<file path="src/rtl/zmaps_pkg.sv">
// Shared constants and queue entry layout for the Z80 memory-mapped
// word-file write path.
package zmaps_pkg;

    localparam int CRAM = 0;
    localparam int SFIL = 1;

    localparam logic [3:0] REGS_PAGE_DEF = 4'b0100;

    localparam int FIDX_W  = 2;
    localparam int WADDR_W = 8;
    localparam int WDATA_W = 16;
    localparam int ENTRY_W = FIDX_W + WADDR_W + WDATA_W;

    typedef struct packed {
        logic [FIDX_W-1:0]  f;
        logic [WADDR_W-1:0] wa;
        logic [WDATA_W-1:0] wd;
    } entry_t;

endpackage

</file>
<file path="src/rtl/zmaps_fifo.sv">
// Small synchronous FIFO with wrapping pointers; push and pop may
// coincide at any fill level, including full.
module zmaps_fifo #(
    parameter int W     = 26,
    parameter int DEPTH = 4,
    localparam int AW   = $clog2(DEPTH),
    localparam int CW   = AW + 1
) (
    input  logic          clk,
    input  logic          rst,
    input  logic          i_push,
    input  logic [W-1:0]  i_din,
    input  logic          i_pop,
    output logic [W-1:0]  o_dout,
    output logic [CW-1:0] o_count,
    output logic          o_full,
    output logic          o_empty
);

    logic [W-1:0]  r_mem [DEPTH];
    logic [AW-1:0] r_wp;
    logic [AW-1:0] r_rp;
    logic [CW-1:0] r_cnt;
    logic          w_wr;
    logic          w_rd;

    assign o_full  = (r_cnt == CW'(DEPTH));
    assign o_empty = (r_cnt == '0);
    assign o_count = r_cnt;
    assign o_dout  = r_mem[r_rp];

    assign w_rd = i_pop & ~o_empty;
    // A full queue still takes a word when the head leaves this cycle.
    assign w_wr = i_push & (~o_full | w_rd);

    always_ff @(posedge clk) begin
        if (w_wr) begin
            r_mem[r_wp] <= i_din;
        end
    end

    always_ff @(posedge clk) begin
        if (rst) begin
            r_wp  <= '0;
            r_rp  <= '0;
            r_cnt <= '0;
        end else begin
            if (w_wr) begin
                r_wp <= r_wp + 1'b1;
            end
            if (w_rd) begin
                r_rp <= r_rp + 1'b1;
            end
            r_cnt <= r_cnt + CW'(w_wr) - CW'(w_rd);
        end
    end

endmodule

</file>
<file path="src/rtl/zmaps_ng.sv">
// Z80 write window into word-wide file RAMs: byte pairs are assembled,
// queued, and merged behind DMA writes, which always win the port.
module zmaps_ng
    import zmaps_pkg::*;
#(
    parameter int         NFILES     = 2,
    parameter int         FIFO_DEPTH = 4,
    parameter logic [3:0] REGS_PAGE  = REGS_PAGE_DEF
) (
    input  logic              clk,
    input  logic              rst,
    input  logic              memwr_s,
    input  logic [15:0]       a,
    input  logic [7:0]        d,
    input  logic [4:0]        fmaddr,
    input  logic [15:0]       dma_data,
    input  logic [7:0]        dma_wraddr,
    input  logic [NFILES-1:0] dma_file_we,
    output logic [7:0]        zma,
    output logic [15:0]       zmd,
    output logic [NFILES-1:0] file_we,
    output logic              regs_we,
    output logic              zwait,
    output logic              ovf,
    input  logic              ovf_clr
);

    localparam int CNT_W = $clog2(FIFO_DEPTH) + 1;

    if (NFILES < 1 || NFILES > 4) begin : g_bad_nfiles
        $error("zmaps_ng: NFILES must be 1..4");
    end
    if (FIFO_DEPTH < 2 || FIFO_DEPTH > 16 ||
        (FIFO_DEPTH & (FIFO_DEPTH - 1)) != 0) begin : g_bad_depth
        $error("zmaps_ng: FIFO_DEPTH must be a power of 2 in 2..16");
    end
    if (int'(REGS_PAGE[3:1]) < NFILES) begin : g_bad_regs
        $error("zmaps_ng: REGS_PAGE overlaps a word file");
    end

    logic             w_hit;
    logic [2:0]       w_f;
    logic             w_fhit;
    logic             w_push;
    logic             w_pop;
    logic             w_dma;
    logic             w_acc;
    logic             w_full;
    logic             w_empty;
    logic [CNT_W-1:0] w_cnt;
    logic [CNT_W-1:0] w_cnt_nxt;
    entry_t           w_in;
    entry_t           w_head;

    logic [7:0]       r_lo;
    logic             r_ovf;
    logic             r_zwait;

    assign w_hit  = memwr_s & fmaddr[4] & (a[15:12] == fmaddr[3:0]);
    assign w_f    = a[11:9];
    assign w_fhit = w_hit & (w_f < 3'(NFILES));
    assign w_push = w_fhit & a[0];
    assign w_dma  = |dma_file_we;
    assign w_pop  = ~w_dma & ~w_empty & ~rst;
    assign w_acc  = w_push & (~w_full | w_pop);

    assign w_in.f  = w_f[FIDX_W-1:0];
    assign w_in.wa = a[8:1];
    assign w_in.wd = {d, r_lo};

    assign w_cnt_nxt = w_cnt + CNT_W'(w_acc) - CNT_W'(w_pop);

    assign regs_we = ~rst & w_hit & (a[11:8] == REGS_PAGE);
    assign zwait   = r_zwait;
    assign ovf     = r_ovf;

    zmaps_fifo #(
        .W     (ENTRY_W),
        .DEPTH (FIFO_DEPTH)
    ) u_fifo (
        .clk     (clk),
        .rst     (rst),
        .i_push  (w_push),
        .i_din   (w_in),
        .i_pop   (w_pop),
        .o_dout  (w_head),
        .o_count (w_cnt),
        .o_full  (w_full),
        .o_empty (w_empty)
    );

    always_ff @(posedge clk) begin
        if (rst) begin
            r_lo    <= '0;
            r_ovf   <= 1'b0;
            r_zwait <= 1'b0;
        end else begin
            if (w_fhit & ~a[0]) begin
                r_lo <= d;
            end
            // A dropped word outranks a clear arriving in the same cycle.
            if (w_push & w_full & ~w_pop) begin
                r_ovf <= 1'b1;
            end else if (ovf_clr) begin
                r_ovf <= 1'b0;
            end
            r_zwait <= (w_cnt_nxt >= CNT_W'(FIFO_DEPTH - 1));
        end
    end

    always_comb begin
        file_we = '0;
        zma     = '0;
        zmd     = '0;
        if (rst) begin
            file_we = '0;
        end else if (w_dma) begin
            file_we = dma_file_we;
            zma     = dma_wraddr;
            zmd     = dma_data;
        end else if (~w_empty) begin
            for (int i = 0; i < NFILES; i++) begin
                file_we[i] = (w_head.f == FIDX_W'(i));
            end
            zma = w_head.wa;
            zmd = w_head.wd;
        end
    end

endmodule

</file>
<file path="config.mk">
export PLATFORM = sky130hd
export DESIGN_NAME = zmaps_ng
export DESIGN_NICKNAME = d
export VERILOG_FILES = /design/src/rtl/zmaps_pkg.sv /design/src/rtl/zmaps_fifo.sv /design/src/rtl/zmaps_ng.sv
export SDC_FILE = /design/constraint.sdc
export NUM_CORES = 1
export LEC_CHECK = 0
export BUFFER_PORTS_ARGS = -buffer_cell sky130_fd_sc_hd__buf_2
export CELL_PAD_IN_SITES_DETAIL_PLACEMENT = 1
export CELL_PAD_IN_SITES_GLOBAL_PLACEMENT = 2
export CORE_MARGIN = 4
export CORE_UTILIZATION = 30
export CTS_BUF_LIST = sky130_fd_sc_hd__clkbuf_4 sky130_fd_sc_hd__clkbuf_8 sky130_fd_sc_hd__clkbuf_16
export CTS_CLUSTER_SIZE = 30
export DETAILED_ROUTE_END_ITERATION = 12
export GPL_TIMING_DRIVEN = 0
export PLACE_DENSITY = 0.62
export SLEW_MARGIN = 20
export SYNTH_ARGS = -nofsm -noshare
export SYNTH_HDL_FRONTEND = slang
export SYNTH_SLANG_ARGS = --single-unit
</file>
<file path="constraint.sdc">
create_clock -name clk -period 3.7 [get_ports clk]
set_clock_uncertainty 0.15 [all_clocks]
set_input_delay 0.555 -clock clk [delete_from_list [all_inputs] [get_ports clk]]
set_output_delay 0.555 -clock clk [all_outputs]
set_load 0.02 [all_outputs]
</file>
==> impl_metrics.env, run 1 <==
export IMPL_h_tree_depth=4
export IMPL_ys_async_sr_fraction_pct=0
export IMPL_drt_wl_total_mm=12.3
export IMPL_ant_nets=0
export IMPL_synth_area_leaders="edfxtp_1 61%, mux4_2 11%, dfxtp_1 7.4%"
export IMPL_status="complete, no violations"
export IMPL_cts_tree="built"
export IMPL_yosys_area_share_simple_pct=5.73
export IMPL_synthMuxAreaShare_pct=11.9
export IMPL_slowest_stage="clkbuf_1"
export IMPL_ys_seq_area_share_pct=68.6
export IMPL_ys_types=38
export IMPL_clock_sinks=123
export IMPL_start_util_pct=30.7
export IMPL_synth_nets=362
export IMPL_cts_root_buf="clkbuf_16"
export IMPL_pin_count=88
export IMPL_place_inst=604
export IMPL_worstSetupStartpointType="flop"
export IMPL_arrival_ns=2.35
export IMPL_layout_min_cycle_time_ns=3.06
export IMPL_maxCapViolCount=0
export IMPL_tightest_slew_ns=0.746
export IMPL_finalHoldViolCount=0
export IMPL_instances_no_fill=636
export IMPL_clk_path_buf_depth=2
export IMPL_cts_buffers=17
export IMPL_netlist_area_sq_um=5110
export IMPL_cts_resized_gates=0
export IMPL_p_leak_uw=0.00232
export IMPL_ys_warn_count=0
export IMPL_reg2reg_from="u_fifo.o_count[1]"
export IMPL_floorplan_die_area_sq_um=19200
export IMPL_vias_per_cell=4.75
export IMPL_syn_inst=293
export IMPL_clk_latency_ns=0.41
export IMPL_syn_to_final_growth_pct=26.8
export IMPL_grt_pass1_vias=3394
export IMPL_yosysTopAreaCell="edfxtp_1"
export IMPL_ctsHoldBuffers=0
export IMPL_synth_most_common_cell="edfxtp_1"
export IMPL_rsz0062_at_grt="false"
export IMPL_grt_max_degree=25
export IMPL_postCtsSetupBuffers=0
export IMPL_synth_compound_area_share_pct=6.78
export IMPL_path_max_fanout=10
export IMPL_ir_drop_v=0.000346
export IMPL_synth_top_family_by_area="multiplexers"
export IMPL_powerDensity_nw_per_um2=490
export IMPL_synth_ff_type="edfxtp_1"
export IMPL_via_count=3020
export IMPL_finalCritPeriodShare_pct=82.6
export IMPL_end_kind="primary output"
export IMPL_grt_overflow_total=0
export IMPL_slew_violations=0
export IMPL_hp_start="a[1]"
export IMPL_grt_pass1_wl_mm=19.4
export IMPL_drc_errors=0
export IMPL_hold_slack_ns=0.223
export IMPL_drive_gt1_share_pct=39.9
export IMPL_total_power_uw=3180
export IMPL_relSlewSlack_pct=50.3
export IMPL_cp_common_cell="buf_2"
export IMPL_path_cells="buf_2 -> clkbuf_1 -> mux4_2 -> a22o_1 -> buf_2"
export IMPL_antenna_found_initial=0
export IMPL_synth_edff_count=104
export IMPL_synth_common_cells="104 x edfxtp_1, 26 x mux4_2, 21 x a22o_1"
export IMPL_die_w_um=139
export IMPL_drtPass1Iterations=4
export IMPL_fp_dieH_um=139
export IMPL_initialDrtViolationCount=134
export IMPL_ys_ff_latch=123
export IMPL_n_antenna_cell=0
export IMPL_grt_use_total_pct=13.4
export IMPL_cp_slowest_stage_delay_ns=0.60
export IMPL_synthXorXnorAreaFrac_pct=1.54
export IMPL_finalNetCount=472
export IMPL_gp_congestion=0.663
export IMPL_netlist_area_leader_share_pct=61.1
export IMPL_wire_per_inst_um=19.3
export IMPL_hold_class="input port to flop"
export IMPL_critical_path_class="flop to primary output"
export IMPL_num_rows=47
export IMPL_yosys_area_share_adder_pct=2.74
export IMPL_setup_viol=0
export IMPL_cp_required_ns=2.99
export IMPL_cts_clk_slew_worst_paths_ns=0.05
export IMPL_fmax_mhz=327
export IMPL_place_hpwl_mm=8.29
export IMPL_core_area_sq_um=16600
export IMPL_timing_setup_tns_ns=0
export IMPL_port_buffers=87
export IMPL_syn_avg_cell_area_sq_um=17.4
cell usage in the layout (no fill, tap or decap), drive strengths merged, types with 8 or more instances in the layout:
master	netlist	routed
a21oi	9	9
dfxtp	19	19
nor2	14	14
buf	12	103
inv	10	10
clkbuf	8	34
a22o	21	21
nand4b	8	8
edfxtp	104	104
ha	8	8
mux4	26	26
o31ai	9	9
registers in the layout, indices dropped and copies added, names as in the netlist, named ones only:
| register | cells |
|---|---|
| ovf | 1 |
| u_fifo.r_rp | 2 |
| r_lo | 8 |
| u_fifo.o_count | 3 |
| zwait | 1 |
| u_fifo.r_wp | 2 |
| u_fifo.r_mem | 104 |
cell type report:
type	count	area, sq um
Inverter	10	37.5
Clock inverter	6	35.0
Timing Repair Buffer	91	523
Fill cell	1688	10200
Clock buffer	26	531
Tap cell	220	275
Buffer	20	100
Multi-Input combinational cell	140	1470
Sequential cell	123	3500
cell families (layout without fill, tap and decap cells):
group           count (synthesis)  count (layout)
simple gates                   48              48
mux                            28              28
fa+ha+maj                      10              10
buf+inv                        30             153
flops                         123             123
compound gates                 45              45
xor+xnor                        9               9
metal layers:
layer	GRT usage (%)	part of all wire [%]	vias up
met2	22.4	50	87
li1	-	-	1398
met4	4.99	1.3	0
met1	16.5	44	1525
met5	0	0	-
met3	4.04	4.5	10
metrics by stage:
stage,setup slack (ns),util [%],instance area [sq um]
6_report,0.643,38.9,6480
5_1_grt,0.502,38.9,6480
4_1_cts,0.537,38.9,6480
3_5_place_dp,0.376,35.5,5910
3_3_place_gp,0.170,35.0,5820
2_1_floorplan,1.06,-,5110
worst max-delay path, delay by kind of cell (launching register included):
family | cells | cell delay (ns)
muxes | 1 | 0.47
buffers and inverters | 3 | 0.98
AOI/OAI and AO/OA | 1 | 0.19
DFF | 1 | 0.30
path summary, 6_finish.rpt:
kind,to,slack (ns),depth (start not counted)
hold reg to reg,ovf,0.34,2
hold / removal,u_fifo.r_mem[0][16],0.22,1
setup / recovery,zma[7],0.64,5
setup reg to reg,u_fifo.o_count[2],1.05,9
power by group:
group	total (uW)	internal, uW	leakage [uW]	switching (uW)
Clock	1540	979	0.000282	558
Sequential	1500	1500	0.00110	0.492
Combinational	141	57.4	0.000943	84.1
Total	3180	2530	0.00232	643
(Power assumes the default switching activity.)
==> run 2, diff against run 1 <==
--- a/config.mk
+++ b/config.mk
@@ -14,7 +14,7 @@
 export CTS_CLUSTER_SIZE = 30
 export DETAILED_ROUTE_END_ITERATION = 12
 export GPL_TIMING_DRIVEN = 0
-export PLACE_DENSITY = 0.62
+export PLACE_DENSITY = 0.64
 export SLEW_MARGIN = 20
 export SYNTH_ARGS = -nofsm -noshare
 export SYNTH_HDL_FRONTEND = slang
==> constraint.sdc (replaced) <==
create_clock -name clk -period 2.53 [get_ports clk]
set_clock_uncertainty 0.15 [all_clocks]
set_input_delay 0.3795 -clock clk [delete_from_list [all_inputs] [get_ports clk]]
set_output_delay 0.3795 -clock clk [all_outputs]
set_load 0.02 [all_outputs]
==> impl_metrics.env, run 2 (synthesis gave the netlist of run 1 again) <==
export IMPL_rsz0062_at_grt="true"
export IMPL_clk_latency_ns=0.41
export IMPL_h_tree_depth=4
export IMPL_cts_tree="built"
export IMPL_instances_no_fill=640
export IMPL_finalNetCount=476
export IMPL_final_common_cell="edfxtp_1"
export IMPL_syn_to_final_growth_pct=30.4
export IMPL_worstSetupStartpointType="flop"
export IMPL_postPlaceCellArea_sq_um=5920
export IMPL_setup_slack_ns=0.0655
export IMPL_maxCapViolCount=0
export IMPL_clk_path_buf_depth=2
export IMPL_drt_wl_total_mm=12.9
export IMPL_cts_clk_slew_worst_paths_ns=0.05
export IMPL_start_util_pct=30.7
export IMPL_timing_setup_tns_ns=0
export IMPL_powerDensity_nw_per_um2=708
export IMPL_cp_slowest_stage_delay_ns=0.51
export IMPL_final_cell_mix="104 x edfxtp_1, 88 x buf_2, 26 x mux4_2"
export IMPL_fp_dieH_um=139
export IMPL_path_cells="clkbuf_16 -> clkbuf_16 -> mux4_2 -> a22o_1 -> buf_2"
export IMPL_relSlewSlack_pct=61.9
export IMPL_slew_violations=0
export IMPL_r2r_end="u_fifo.o_count[1]"
export IMPL_grt_overflow_total=0
export IMPL_floorplan_die_area_sq_um=19200
export IMPL_tightest_slew_ns=0.571
export IMPL_initialDrtViolationCount=125
export IMPL_ant_nets=0
export IMPL_dp_slack_ns=-0.633
export IMPL_grt_pass1_vias=3463
export IMPL_ir_drop_v=0.000530
export IMPL_rrSetupSlack_ns=0.15
export IMPL_via_count=3064
export IMPL_ctsHoldBuffers=0
export IMPL_pwr_share_seq_pct=46.4
export IMPL_clock_sinks=123
export IMPL_setup_viol=0
export IMPL_worstSetupEndpoint="zmd[14]"
export IMPL_cp_common_cell="clkbuf_16"
export IMPL_p_int_uw=3780
export IMPL_core_area_sq_um=16600
export IMPL_total_power_uw=4720
export IMPL_path_max_fanout=5
export IMPL_fmax_mhz=406
export IMPL_p_clk_share_pct=49.1
export IMPL_drive_gt1_share_pct=42.9
export IMPL_gp_congestion=0.703
export IMPL_pin_count=88
export IMPL_grt_pass1_wl_mm=20.1
export IMPL_place_inst=604
export IMPL_end_kind="primary output"
export IMPL_finalCritPeriodShare_pct=97.4
export IMPL_cts_buffers=17
export IMPL_vias_per_cell=4.79
export IMPL_finalHoldViolCount=0
export IMPL_drtPass1Iterations=5
export IMPL_port_buffers=87
export IMPL_stdcell_area_sq_um=6660
export IMPL_arrival_ns=1.94
export IMPL_r2r_cells=8
export IMPL_wire_per_inst_um=20.1
export IMPL_n_antenna_cell=0
export IMPL_cp_required_ns=2.00
export IMPL_p_leak_uw=0.00241
export IMPL_largest_reg_flops=104
export IMPL_largest_register="u_fifo.r_mem"
export IMPL_grt_use_total_pct=13.9
export IMPL_drc_errors=0
export IMPL_antenna_found_initial=0
export IMPL_grt_max_degree=24
export IMPL_reg2reg_from="u_fifo.o_count[2]"
export IMPL_layout_min_cycle_time_ns=2.46
export IMPL_switchingPower_uw=933
export IMPL_cts_root_buf="clkbuf_16"
export IMPL_hold_class="input port to flop"
export IMPL_die_w_um=139
export IMPL_num_rows=47
export IMPL_swShare_pct=19.8
export IMPL_p_comb_share_pct=4.5
export IMPL_place_hpwl_mm=8.51
export IMPL_critical_path_class="flop to primary output"
export IMPL_status="complete, no violations"
export IMPL_slowest_stage="mux4_2"
run 2: critical path: cells and delay by family (launching register included):
family / cells / cell delay [ns]
flops: 1 / 0.37
buf+inv: 3 / 0.46
compound gates: 1 / 0.19
mux: 1 / 0.51
run 2: metrics by stage:
step                      util [%]  hold WS, ns
after floorplan                  -        0.310
after global placement        35.0        0.331
after detailed placement      35.6        0.305
after CTS                     39.3       0.0175
after global routing          40.0       0.0256
final                         40.0       0.0412
run 2: repair_timing:
item	CTS	global route
cloned	0	3
buffers inserted	0	1
endpoints found under the setup margin	27	26
pin swaps	0	1
gates resized for setup	14	21
run 2: how the worst min path moves through the flow:
stage	start	endpoint	cells past startpoint	slack (ns)
after floorplan	r_lo[0]	u_fifo.r_mem[0][0]	0	0.31
after global placement	ovf	ovf	2	0.33
after detailed placement	ovf	ovf	2	0.30
after CTS	a[5]	u_fifo.r_mem[3][20]	1	0.02
after global routing	a[7]	u_fifo.r_mem[0][22]	1	0.03
final	a[5]	u_fifo.r_mem[2][20]	1	0.04
run 2: power by group through the flow:
stage | Clock (uW) | Sequential [uW] | Combinational (uW)
6_report | 2310 | 2190 | 213
5_1_grt | 2460 | 2190 | 235
4_1_cts | 2370 | 2190 | 215
3_5_place_dp | 0 | 2230 | 213
3_3_place_gp | 0 | 2230 | 207
2_1_floorplan | 0 | 2230 | 98.0
run 2: layer usage:
| metal | vias to the layer above | global-route usage [%] | share of wire (%) |
|---|---|---|---|
| li1 | 1407 | - | - |
| met1 | 1554 | 18.4 | 45 |
| met2 | 85 | 22.0 | 49 |
| met3 | 18 | 3.90 | 4.5 |
| met4 | 0 | 5.30 | 1.7 |
| met5 | - | 0 | 0 |
run 2: cell type report:
| type | count | area (sq um) |
|---|---|---|
| sequential | 123 | 3510 |
| inverter | 10 | 37.5 |
| buffer | 20 | 161 |
| multi-input combinational | 140 | 1490 |
| clock inverter | 4 | 43.8 |
| clock buffer | 28 | 527 |
| fill | 1688 | 9980 |
| timing repair buffer | 95 | 616 |
| tap | 220 | 275 |
==> run 3, diff against run 2 <==
--- a/config.mk
+++ b/config.mk
@@ -15,6 +15,7 @@
 export DETAILED_ROUTE_END_ITERATION = 12
 export GPL_TIMING_DRIVEN = 0
 export PLACE_DENSITY = 0.64
+export RECOVER_POWER = 50
 export SLEW_MARGIN = 20
 export SYNTH_ARGS = -nofsm -noshare
 export SYNTH_HDL_FRONTEND = slang
==> impl_metrics.env, run 3 (synthesis gave the netlist of run 1 again) <==
export IMPL_status="complete, no violations"
export IMPL_grt_met3_usage_pct=3.90
export IMPL_p_int_uw=3780
export IMPL_multi_input_area_sq_um=1490
export IMPL_regArea_sq_um=3510
export IMPL_p_comb_share_pct=4.5
export IMPL_syn_to_final_growth_pct=29.9
export IMPL_drc_errors=0
export IMPL_gp_congestion=0.703
export IMPL_drive_gt1_share_pct=38.6
export IMPL_grt_busiest_layer="met2"
export IMPL_ir_drop_v=0.000534
export IMPL_swShare_pct=19.8
export IMPL_hold_class="input port to flop"
export IMPL_drt_wl_total_mm=12.9
export IMPL_start_util_pct=30.7
export IMPL_grt_max_degree=24
export IMPL_powerDensity_nw_per_um2=710
export IMPL_pin_count=88
export IMPL_fp_dieH_um=139
export IMPL_place_hpwl_mm=8.51
export IMPL_relSlewSlack_pct=61.2
export IMPL_grt_pass1_wl_mm=20.1
export IMPL_antenna_found_initial=0
export IMPL_p_leak_uw=0.00236
export IMPL_ant_nets=0
export IMPL_largest_reg_flops=104
export IMPL_finalCritPeriodShare_pct=97.3
export IMPL_cts_clk_slew_worst_paths_ns=0.05
export IMPL_final_cell_mix="104 x edfxtp_1, 70 x buf_2, 26 x mux4_2"
export IMPL_final_common_cell="edfxtp_1"
export IMPL_fmax_mhz=406
export IMPL_hold_slack_ns=0.0849
export IMPL_via_count=3087
export IMPL_finalCoreUtilization_pct=39.9
export IMPL_arrival_ns=1.93
export IMPL_grt_pass1_vias=3463
export IMPL_grt_use_met1_pct=18.4
export IMPL_n_fill_cell=1692
export IMPL_grt_overflow_total=0
export IMPL_layout_min_cycle_time_ns=2.46
export IMPL_tightest_slew_ns=0.582
export IMPL_hold_path_depth=1
export IMPL_die_w_um=139
export IMPL_port_buffers=87
export IMPL_floorplan_die_area_sq_um=19200
export IMPL_cts_buffers=17
export IMPL_total_power_uw=4710
export IMPL_rsz0062_at_grt="true"
export IMPL_clk_latency_ns=0.41
export IMPL_cts_tree="built"
export IMPL_core_area_sq_um=16600
export IMPL_grt_util_met2_pct=22.0
export IMPL_slew_violations=0
export IMPL_finalNetCount=476
export IMPL_largest_register="u_fifo.r_mem"
export IMPL_vias_per_cell=4.82
export IMPL_maxCapViolCount=0
export IMPL_drtPass1Iterations=5
export IMPL_clock_sinks=123
export IMPL_finalHoldViolCount=0
export IMPL_switchingPower_uw=934
export IMPL_end_kind="primary output"
export IMPL_r2r_cells=8
export IMPL_p_clk_share_pct=49.1
export IMPL_wire_per_inst_um=20.2
export IMPL_h_tree_depth=4
export IMPL_cp_required_ns=2.00
export IMPL_grt_use_total_pct=13.9
export IMPL_clk_path_buf_depth=2
export IMPL_critical_path_class="flop to primary output"
export IMPL_initialDrtViolationCount=128
export IMPL_setup_viol=0
export IMPL_worstSetupStartpointType="flop"
export IMPL_n_antenna_cell=0
export IMPL_cts_root_buf="clkbuf_16"
export IMPL_ctsHoldBuffers=0
export IMPL_pwr_share_seq_pct=46.5
export IMPL_num_rows=47
export IMPL_path_max_fanout=5
## run 3: cell count changes in the layout (fill, tap and decap cells not counted)
| cell | previous run | this run |
|---|---|---|
| clkbuf_1 | 3 | 21 |
| buf_2 | 88 | 70 |
## run 3: layout make-up
| cell class | instances | share of cell area (%) |
|---|---|---|
| timing repair buffer | 95 | 8.93 |
| buffer | 20 | 2.43 |
| inverter | 10 | 0.565 |
| clock buffer | 28 | 7.93 |
| multi-input combinational | 140 | 22.5 |
| sequential | 123 | 52.8 |
| clock inverter | 4 | 0.660 |
| tap | 220 | 4.15 |
## run 3: final timing paths
check / from / endpoint / slack, ns
max: flop / zmd[14] / 0.07
min: a[5] / u_fifo.r_mem[2][20] / 0.08
max reg2reg: u_fifo.o_count[2] / u_fifo.o_count[1] / 0.12
min reg2reg: ovf / ovf / 0.35
## run 3: per-layer routing
layer | part of all wire, % | wire, um
met2 | 48 | 6210
met1 | 46 | 5910
met5 | 0 | 0
met4 | 1.8 | 230
met3 | 4.3 | 549
## run 3: timing repair
action / in CTS / in global routing
setup endpoints to repair: 27 / 26
gates cloned: 0 / 3
setup buffers: 0 / 1
gates resized for setup: 14 / 21
pin swaps: 0 / 1
## run 3: critical path, stage by stage (launching register included)
cell and delay (ns):
dfxtp_4 0.37, clkbuf_16 0.16, clkbuf_16 0.15, mux4_2 0.51
a22o_1 0.18, buf_2 0.15
## run 3: per-stage QoR
step / setup WS (ns) / TNS, ns / cell area [sq um] / std cells
2_1_floorplan: 0.0685 / 0 / 5110 / 293
4_1_cts: -0.0229 / -0.155 / 6540 / 636
5_1_grt: -0.0113 / -0.0187 / 6640 / 640
3_5_place_dp: -0.633 / -4.59 / 5920 / 604
6_report: 0.0675 / 0 / 6640 / 640
3_3_place_gp: -0.788 / -84.16 / 5820 / 600
## run 3: power groups by stage
stage / combinational, uW / clock, uW / sequential [uW]
after floorplan: 98.0 / 0 / 2230
after CTS: 215 / 2370 / 2190
after detailed placement: 213 / 0 / 2230
after global placement: 207 / 0 / 2230
final: 210 / 2310 / 2190
after global routing: 231 / 2460 / 2190
